===== src/rtl/reset_seq_pkg.sv =====
// Shared types and helpers for the reset sequencer.
package reset_seq_pkg;

  typedef enum logic [1:0] {
    HOLD    = 2'd0,
    RELEASE = 2'd1,
    RUN     = 2'd2
  } seq_state_e;

  localparam int SOFT_CNT_W = 8;

  // Counter width large enough to hold either the stretch or the gap limit.
  function automatic int cnt_width(input int stretch, input int gap);
    return $clog2(stretch + gap) + 1;
  endfunction

endpackage


===== src/rtl/reset_sequencer_if.sv =====
// Soft-reset request and sequenced reset outputs, bundled for the sequencer.
interface reset_sequencer_if
  import reset_seq_pkg::*;
#(
  parameter int NUM_STAGES = 3
);

  logic                  soft_reset_req;
  logic [NUM_STAGES-1:0] stage_reset_out;
  logic                  all_released;
  logic                  seq_busy;
  logic [SOFT_CNT_W-1:0] soft_reset_count;

  modport master (
    output soft_reset_req,
    input  stage_reset_out,
    input  all_released,
    input  seq_busy,
    input  soft_reset_count
  );

  modport slave (
    input  soft_reset_req,
    output stage_reset_out,
    output all_released,
    output seq_busy,
    output soft_reset_count
  );

endinterface


===== src/rtl/reset_sequencer.sv =====
// Stretches the incoming reset, then releases NUM_STAGES downstream reset
// domains one at a time. A soft-reset request re-runs the whole sequence and
// is counted (saturating) for debug. Every output comes straight from a flop.
module reset_sequencer
  import reset_seq_pkg::*;
#(
  parameter int NUM_STAGES     = 3,
  parameter int STRETCH_CYCLES = 16,
  parameter int STAGE_GAP      = 8
) (
  input  logic                clk,
  input  logic                reset,
  reset_sequencer_if.slave    bus
);

  localparam int CNT_W = cnt_width(STRETCH_CYCLES, STAGE_GAP);
  localparam int IDX_W = $clog2(NUM_STAGES + 1);

  localparam logic [CNT_W-1:0]      STRETCH_LAST = CNT_W'(STRETCH_CYCLES - 1);
  localparam logic [CNT_W-1:0]      GAP_LAST     = CNT_W'(STAGE_GAP - 1);
  localparam logic [IDX_W-1:0]      STAGE_LAST   = IDX_W'(NUM_STAGES - 1);
  localparam logic [SOFT_CNT_W-1:0] SOFT_MAX     = '1;

  // Reject parameter sets that would make the sequence meaningless.
  if (NUM_STAGES < 1) begin : g_bad_stages
    $fatal(1, "reset_sequencer: NUM_STAGES must be >= 1");
  end
  if (STRETCH_CYCLES < 1) begin : g_bad_stretch
    $fatal(1, "reset_sequencer: STRETCH_CYCLES must be >= 1");
  end
  if (STAGE_GAP < 1) begin : g_bad_gap
    $fatal(1, "reset_sequencer: STAGE_GAP must be >= 1");
  end

  seq_state_e            state_q, state_d;
  logic [CNT_W-1:0]      cnt_q, cnt_d;
  logic [IDX_W-1:0]      stage_idx_q, stage_idx_d;
  logic [NUM_STAGES-1:0] stage_reset_q, stage_reset_d;
  logic                  all_released_q, all_released_d;
  logic                  seq_busy_q, seq_busy_d;
  logic [SOFT_CNT_W-1:0] soft_cnt_q, soft_cnt_d;
  logic                  soft_req_q;
  logic                  release_fire;

  // State register: reset forces the power-on picture; otherwise take next values.
  always_ff @(posedge clk) begin
    if (reset) begin
      state_q        <= HOLD;
      cnt_q          <= '0;
      stage_idx_q    <= '0;
      stage_reset_q  <= '1;
      all_released_q <= 1'b0;
      seq_busy_q     <= 1'b1;
      soft_cnt_q     <= '0;
      soft_req_q     <= 1'b0;
    end else begin
      state_q        <= state_d;
      cnt_q          <= cnt_d;
      stage_idx_q    <= stage_idx_d;
      stage_reset_q  <= stage_reset_d;
      all_released_q <= all_released_d;
      seq_busy_q     <= seq_busy_d;
      soft_cnt_q     <= soft_cnt_d;
      soft_req_q     <= bus.soft_reset_req;
    end
  end

  // Next state: soft request restarts from HOLD; otherwise count out stretch and gaps.
  always_comb begin
    state_d      = state_q;
    cnt_d        = cnt_q;
    stage_idx_d  = stage_idx_q;
    release_fire = 1'b0;
    if (bus.soft_reset_req) begin
      state_d     = HOLD;
      cnt_d       = '0;
      stage_idx_d = '0;
    end else begin
      case (state_q)
        HOLD: begin
          if (cnt_q == STRETCH_LAST) begin
            release_fire = 1'b1;
            cnt_d        = '0;
            stage_idx_d  = IDX_W'(1);
            state_d      = (NUM_STAGES == 1) ? RUN : RELEASE;
          end else begin
            cnt_d = cnt_q + 1'b1;
          end
        end
        RELEASE: begin
          if (cnt_q == GAP_LAST) begin
            release_fire = 1'b1;
            cnt_d        = '0;
            stage_idx_d  = stage_idx_q + 1'b1;
            if (stage_idx_q == STAGE_LAST) begin
              state_d = RUN;
            end
          end else begin
            cnt_d = cnt_q + 1'b1;
          end
        end
        RUN: begin
          cnt_d = cnt_q;
        end
        default: begin
          state_d     = HOLD;
          cnt_d       = '0;
          stage_idx_d = '0;
        end
      endcase
    end
  end

  // Outputs: re-assert everything on a soft request, drop one stage per release,
  // and count only the rising edge of the request.
  always_comb begin
    stage_reset_d  = stage_reset_q;
    all_released_d = all_released_q;
    seq_busy_d     = seq_busy_q;
    soft_cnt_d     = soft_cnt_q;
    if (bus.soft_reset_req) begin
      stage_reset_d  = '1;
      all_released_d = 1'b0;
      seq_busy_d     = 1'b1;
      if (!soft_req_q && (soft_cnt_q != SOFT_MAX)) begin
        soft_cnt_d = soft_cnt_q + 1'b1;
      end
    end else if (release_fire) begin
      for (int i = 0; i < NUM_STAGES; i++) begin
        if (i == int'(stage_idx_q)) begin
          stage_reset_d[i] = 1'b0;
        end
      end
      if (state_d == RUN) begin
        stage_reset_d  = '0;
        all_released_d = 1'b1;
        seq_busy_d     = 1'b0;
      end
    end
  end

  assign bus.stage_reset_out  = stage_reset_q;
  assign bus.all_released     = all_released_q;
  assign bus.seq_busy         = seq_busy_q;
  assign bus.soft_reset_count = soft_cnt_q;

endmodule


===== src/flat_wrapper.sv =====
// flat-port wrapper written by rule: the top's interface ports become plain ports
module reset_sequencer_flat import reset_seq_pkg::*;
#(
  parameter int NUM_STAGES     = 3,
  parameter int STRETCH_CYCLES = 16,
  parameter int STAGE_GAP      = 8
)
  (clk, reset, bus_soft_reset_req, bus_stage_reset_out, bus_all_released, bus_seq_busy, bus_soft_reset_count);
  reset_sequencer_if #(.NUM_STAGES(NUM_STAGES)) bus_i ();
  input  logic clk;
  input  logic reset;
  input wire logic [$bits(bus_i.soft_reset_req)-1:0] bus_soft_reset_req;
  output wire logic [$bits(bus_i.stage_reset_out)-1:0] bus_stage_reset_out;
  output wire logic [$bits(bus_i.all_released)-1:0] bus_all_released;
  output wire logic [$bits(bus_i.seq_busy)-1:0] bus_seq_busy;
  output wire logic [$bits(bus_i.soft_reset_count)-1:0] bus_soft_reset_count;
  assign bus_i.soft_reset_req = bus_soft_reset_req;
  assign bus_stage_reset_out = bus_i.stage_reset_out;
  assign bus_all_released = bus_i.all_released;
  assign bus_seq_busy = bus_i.seq_busy;
  assign bus_soft_reset_count = bus_i.soft_reset_count;
  reset_sequencer #(.NUM_STAGES(NUM_STAGES), .STRETCH_CYCLES(STRETCH_CYCLES), .STAGE_GAP(STAGE_GAP)) u_core (.clk(clk), .reset(reset), .bus(bus_i));
endmodule

===== config.mk =====
export PLATFORM = sky130hd
export DESIGN_NAME = reset_sequencer_flat
export DESIGN_NICKNAME = d
export VERILOG_FILES = /design/src/rtl/reset_seq_pkg.sv /design/src/rtl/reset_sequencer_if.sv /design/src/rtl/reset_sequencer.sv /design/src/flat_wrapper.sv
export SDC_FILE = /design/constraint.sdc
export NUM_CORES = 1
export LEC_CHECK = 0
export BUFFER_PORTS_ARGS = -buffer_cell sky130_fd_sc_hd__buf_2
export CAP_MARGIN = 20
export CORE_MARGIN = 8
export CORE_UTILIZATION = 50
export DETAILED_ROUTE_END_ITERATION = 8
export PLACE_DENSITY = 0.79
export SETUP_SLACK_MARGIN = 0.1
export SLEW_MARGIN = 20
export SYNTH_ARGS = -nofsm -noshare
export SYNTH_HDL_FRONTEND = slang
export SYNTH_SLANG_ARGS = --single-unit

===== constraint.sdc =====
create_clock -name clk -period 1.4 [get_ports clk]
set_input_delay 0.21 -clock clk [delete_from_list [all_inputs] [get_ports clk]]
set_output_delay 0.21 -clock clk [all_outputs]
set_load 0.01 [all_outputs]

# After elaboration in Yosys (flattened, before gate mapping)
# Index checks and enable logic that the tools add are counted.
dict set report totals {
  input_bits 3
  regBits 24
  elab_cells 58
}
dict set report classes {
  muxes 19
  bitwise_logic 1
  n_reduce_logical 14
  add_sub_neg 3
  n_eq_ne 11
}
# cell count
set ops {}
lappend ops {{6-bit case mux with 3 select lines} 1}
lappend ops {{2-bit 2-to-1 mux} 6}
lappend ops {{6-bit 2-to-1 mux} 2}
lappend ops {{2-bit case mux with 3 select lines} 2}
lappend ops {{2-bit AND reduction} 5}
lappend ops {{8-bit by 1-bit adder with 8-bit output, second input constant} 1}
lappend ops {{8-bit inequality test, second input constant} 1}
lappend ops {{6-bit by 1-bit adder with 6-bit output, second input constant} 1}
lappend ops {{2-bit == test, second input constant} 3}
lappend ops {{6-bit by 3-bit == test with 1-bit output, second input constant} 1}
lappend ops {{6-bit by 4-bit == test with 1-bit output, second input constant} 1}
lappend ops {{1-bit 2-to-1 mux} 6}
lappend ops {{2-bit nonzero test} 3}
lappend ops {{2-bit == test, first input constant} 2}
lappend ops {{2-bit logical NOT} 2}
lappend ops {{2-bit by 1-bit inequality test with 1-bit output, second input constant} 2}
lappend ops {{3-bit 2-to-1 mux} 1}
lappend ops {{3-bit AND reduction} 1}
lappend ops {{2-bit by 1-bit adder with 2-bit output, second input constant} 1}
lappend ops {{2-bit by 1-bit == test with 1-bit output, second input constant} 1}
lappend ops {{1-bit case mux with 2 select lines} 1}
lappend ops {{2-bit OR reduction} 1}
lappend ops {{1-bit logical AND} 1}
lappend ops {{1-bit logical NOT} 1}
lappend ops {{1-bit inverter} 1}

# Longest topological paths before layout
dict set report depth {
  word_depth 8
  depth_mapped 6
  depth_no_buf 5
}

# Least setup slack after synthesis
# Ideal clock, no wire load.
dict set report synth_timing {
  path_kind {reg-to-reg}
  start {register u_core.soft_cnt_q[0] (netlist: u_core.bus.soft_reset_count[0])}
  end {register u_core.soft_cnt_q[1] (netlist: u_core.bus.soft_reset_count[1])}
  path_slack_ns -0.012
  arrival_ns 1.284
  path_buffers 0
  path_stages_with_launch 6
  path_cell_list {dfxtp_1 ha_1 nand3_1 o21ai_0 mux2i_1 nor2_1}
}
dict set report synth_via {
  elab_chain_len 3
}
# element line
set synth_rtl {}
lappend synth_rtl {{from (decl)} reset_sequencer.sv:41} ;# logic [SOFT_CNT_W-1:0] soft_cnt_q, soft_cnt_d;
lappend synth_rtl {{from (signal assigned)} reset_sequencer.sv:63} ;# soft_cnt_q <= soft_cnt_d;
lappend synth_rtl {{branches (longest 3 deep; another with 8-bit by 1-bit adder with 8-bit output)} --}
# Several ways; the timed one is not identified.
# A chain may end at the register's enable or synchronous reset.

# Worst setup path after layout
dict set report layout_timing {
  start {register u_core.cnt_q[0]}
  end {register u_core.seq_busy_q (netlist: u_core.bus.seq_busy)}
}
dict set report layout_via {
  elab_chain_len 6
}
# element line
set layout_rtl {}
lappend layout_rtl {{from (decl)} reset_sequencer.sv:36} ;# logic [CNT_W-1:0] cnt_q, cnt_d;
lappend layout_rtl {{from (signal assigned)} reset_sequencer.sv:58} ;# cnt_q <= cnt_d;
lappend layout_rtl {{6-bit by 3-bit == test with 1-bit output / 6-bit by 4-bit == test with 1-bit output (equally long branches)} {reset_sequencer.sv:91, reset_sequencer.sv:81}}
lappend layout_rtl {{2-bit 2-to-1 mux, on equally long branches} {reset_sequencer.sv:91, reset_sequencer.sv:81}}
lappend layout_rtl {{2-bit case mux with 3 select lines} reset_sequencer.sv:79} ;# case (state_q)
lappend layout_rtl {{2-bit 2-to-1 mux} reset_sequencer.sv:74} ;# if (bus.soft_reset_req) begin
lappend layout_rtl {{2-bit == test} reset_sequencer.sv:134} ;# if (state_d == RUN) begin
lappend layout_rtl {{2-bit AND reduction (no line) (*)} --}
lappend layout_rtl {{to (signal assigned)} reset_sequencer.sv:62} ;# seq_busy_q <= seq_busy_d;
lappend layout_rtl {{to (decl)} reset_sequencer.sv:40} ;# logic seq_busy_q, seq_busy_d;
# Mark *: on every way between the ends. The rest lies on a longest branch, timed or not.

==> flow_summary.ini <==
[floorplanning]
die_y_um = 64.4
initial_core_util_pct = 53.0
io_pins = 16
core_area_um2 = 2210
dieArea_um2 = 4150
rows = 17
die_x_um = 64.4

[power]
ir_drop_uv = 539
p_leak_uw = 0.000602
power_density_nw_per_um2 = 826

[global_route]
grt_pass1_vias = 1047
grt_use_total_pct = 14.1
gr-total-overflow = 0
antenna_found_initial = 0
grt_pass1_wl_mm = 4.87
grt_max_degree = 15

[clock_network]
cts_num_sinks = 24
cts_buffer_depth = 2
clock_latency_ns = 0.32
tritoncts = done
htree_num_levels = 1
cts_buffers = 3
cts-root-buf = clkbuf_4
cts-hold-fix-buffers = 0
path_clk_slew_ns = 0.14

[place]
port_buffers = 15
hpwl_mm = 1.88
finalWeightedCongestion = 0.933
place_ws_ns = -0.0432

[sta]
fmax_ghz = 0.690
finalMaxSlewViolations = 0
finalSetupViolations = 5
hold_viol = 0
tightest_slew_ns = 0.498
rsz0062_at_grt = true
fin_ws_ns = -0.0501
maxSlewHeadroom_pct = 66.7
fin_crit_ns = 1.45
min_period_over_period_pct = 104
finalClockSkew_ns = 0.00163

[final_layout]
final_common_cell = buf_4
area_delta_synth_final_pct = 34.4
postLayoutCoreUtil_pct = 71.2
antenna_cells = 0
fin_nets = 175
final_cell_mix = buf_4, buf_2, dfxtp_1
drive_above_1_share_pct = 41.0

[detailed_routing]
routed_wl_mm = 3.10
wl_per_cell_um = 16.0
route.detailed.drc = 0
vias_per_cell = 5.91
vias = 1146
dr.pass1.iters = 4
ant_nets = 0
drt-initial-drc-count = 54

[worst_setup_path]
worstSetupPathType = register to register
cp-start-kind = register
worst_setup_path_end_kind = register
required_ns = 1.62
cp.arrival_ns = 1.67
r2r-end = u_core.bus.seq_busy
crit_fanout = 5
worstSetupEndpoint = u_core.bus.seq_busy
reg2reg_from = u_core.cnt_q[0]
rr_worst_depth = 6
r2r_slack_ns = -0.05
crit_start = u_core.cnt_q[0]

[flow_run]
drv_cap = 0

[outcome]
status = complete, but fails checks
violations = negative setup slack

[synth]
synthCells = 134
synth_cell_types = 38
synth_seq_cells = 24
synth.cell_area_um2 = 1170
synth_warnings = 0
syn_avg_cell_area_um2 = 8.75
ys_seq_area_share_pct = 41.0
syn-num-nets = 142

[min_path]
worstHoldPathType = primary input to register
layout make-up:
type	count	area, um^2
clock inverters	1	30.0
inverters	5	18.8
clock buffers	3	22.5
well taps	28	35.0
fillers	155	637
flip-flops and latches	24	499
repair buffers	35	225
multi-input cells	98	744
cell usage after synthesis:
master     instances  area share (%)
dfxtp_1           24              41
a21oi_1           15             6.4
nor2_1            13             4.2
o21ai_0            7             3.0
nand2_1            6             1.9
nand3_1            6             2.6
xor2_1             6             4.5
ha_1               5             5.3
inv_1              5             1.6
nor2b_1            4             2.1
a22oi_1            3             1.9
buf_2              3             1.3
clkbuf_1           3            0.96
nand2b_1           3             1.6
or3_1              3             1.6
a211oi_1           2             1.3
a31oi_1            2             1.1
mux2i_1            2             1.7
nand4_1            2             1.1
o32ai_1            2             1.5
a211o_1            1            0.75
a21bo_2            1            0.85
and2_1             1            0.53
and3_1             1            0.53
and4b_1            1            0.85
and4bb_1           1             1.1
buf_6              1            0.96
nand3b_1           1            0.64
nand4b_1           1            0.75
nand4bb_1          1            0.96
nor4_1             1            0.53
o211a_1            1            0.85
o211ai_1           1            0.64
o211ai_2           1             1.1
o21a_1             1            0.64
o31ai_1            1            0.64
or2_2              1            0.53
or4_1              1            0.64
sequential cells by signal, indices dropped and copies added, names as in the netlist:
name,flops
u_core.bus.stage_reset_out,3
u_core.bus.all_released,1
u_core.stage_idx_q,2
u_core.bus.seq_busy,1
u_core.soft_req_q,1
u_core.state_q,2
u_core.cnt_q,6
u_core.bus.soft_reset_count,8
stage by stage:
step | total power [uW] | area (um^2) | TNS [ns] | hold WS, ns | cells
2_1_floorplan | 759 | 1200 | 0 | 0.314 | 134
3_3_place_gp | 783 | 1350 | 0 | 0.431 | 181
3_5_place_dp | 787 | 1350 | -0.102 | 0.430 | 181
4_1_cts | 1300 | 1530 | -0.161 | 0.135 | 192
5_1_grt | 1350 | 1580 | -0.586 | 0.167 | 194
6_report | 1300 | 1580 | -0.124 | 0.162 | 194
where the power goes:
group	leakage (uW)	switching, uW	internal, uW
Sequential	0.000200	11.9	694
Combinational	0.000374	43.3	41.1
Clock	0.0000279	222	289
what timing repair did:
| item | CTS | global route |
|---|---|---|
| setup buffers | 7 | 2 |
| resized for setup | 16 | 12 |
| setup endpoints to repair | 17 | 17 |
| pin swaps | 12 | 13 |
worst min-delay path by stage:
| stage | startpoint | to | slack, ns | depth (start not counted) |
|---|---|---|---|---|
| finish | reset | u_core.bus.seq_busy | 0.16 | 3 |
| global route | reset | u_core.bus.seq_busy | 0.17 | 3 |
| CTS | reset | u_core.bus.seq_busy | 0.13 | 3 |
| detailed placement | u_core.bus.seq_busy | u_core.bus.seq_busy | 0.43 | 2 |
| global placement | u_core.bus.all_released | u_core.bus.all_released | 0.43 | 2 |
| floorplan | bus_soft_reset_req | u_core.bus.seq_busy | 0.31 | 2 |
cells by family (layout without fill, tap and decap cells):
kind of cell,count (synthesis),count (layout),share of synthesized area [%]
AOI/OAI and AO/OA,38,38,20.6
xor gates and xnor gates,6,6,4.48
adders and majority gates,5,5,5.34
buffers and inverters,12,44,4.80
DFF,24,24,41.0
muxes,2,2,1.71
and+or+nand+nor,47,47,22.1
critical path, stage by stage, from the launching register on:
cell	delay, ns
dfxtp_2	0.38
ha_4	0.15
and4bb_2	0.30
nand4b_1	0.22
buf_4	0.22
nand2_2	0.04
nand2_1	0.04
metal layers:
metal | GRT usage (%) | up-vias | part of all wire (%) | routed length [um]
met1 | 16.7 | 557 | 42 | 1310
met4 | 5.45 | 0 | 1.4 | 44
met3 | 2.41 | 7 | 5.6 | 172
li1 | - | 544 | - | -
met5 | 0 | - | 0 | 0
met2 | 24.6 | 38 | 51 | 1570
No activity file was read; power rests on OpenSTA's default activity.
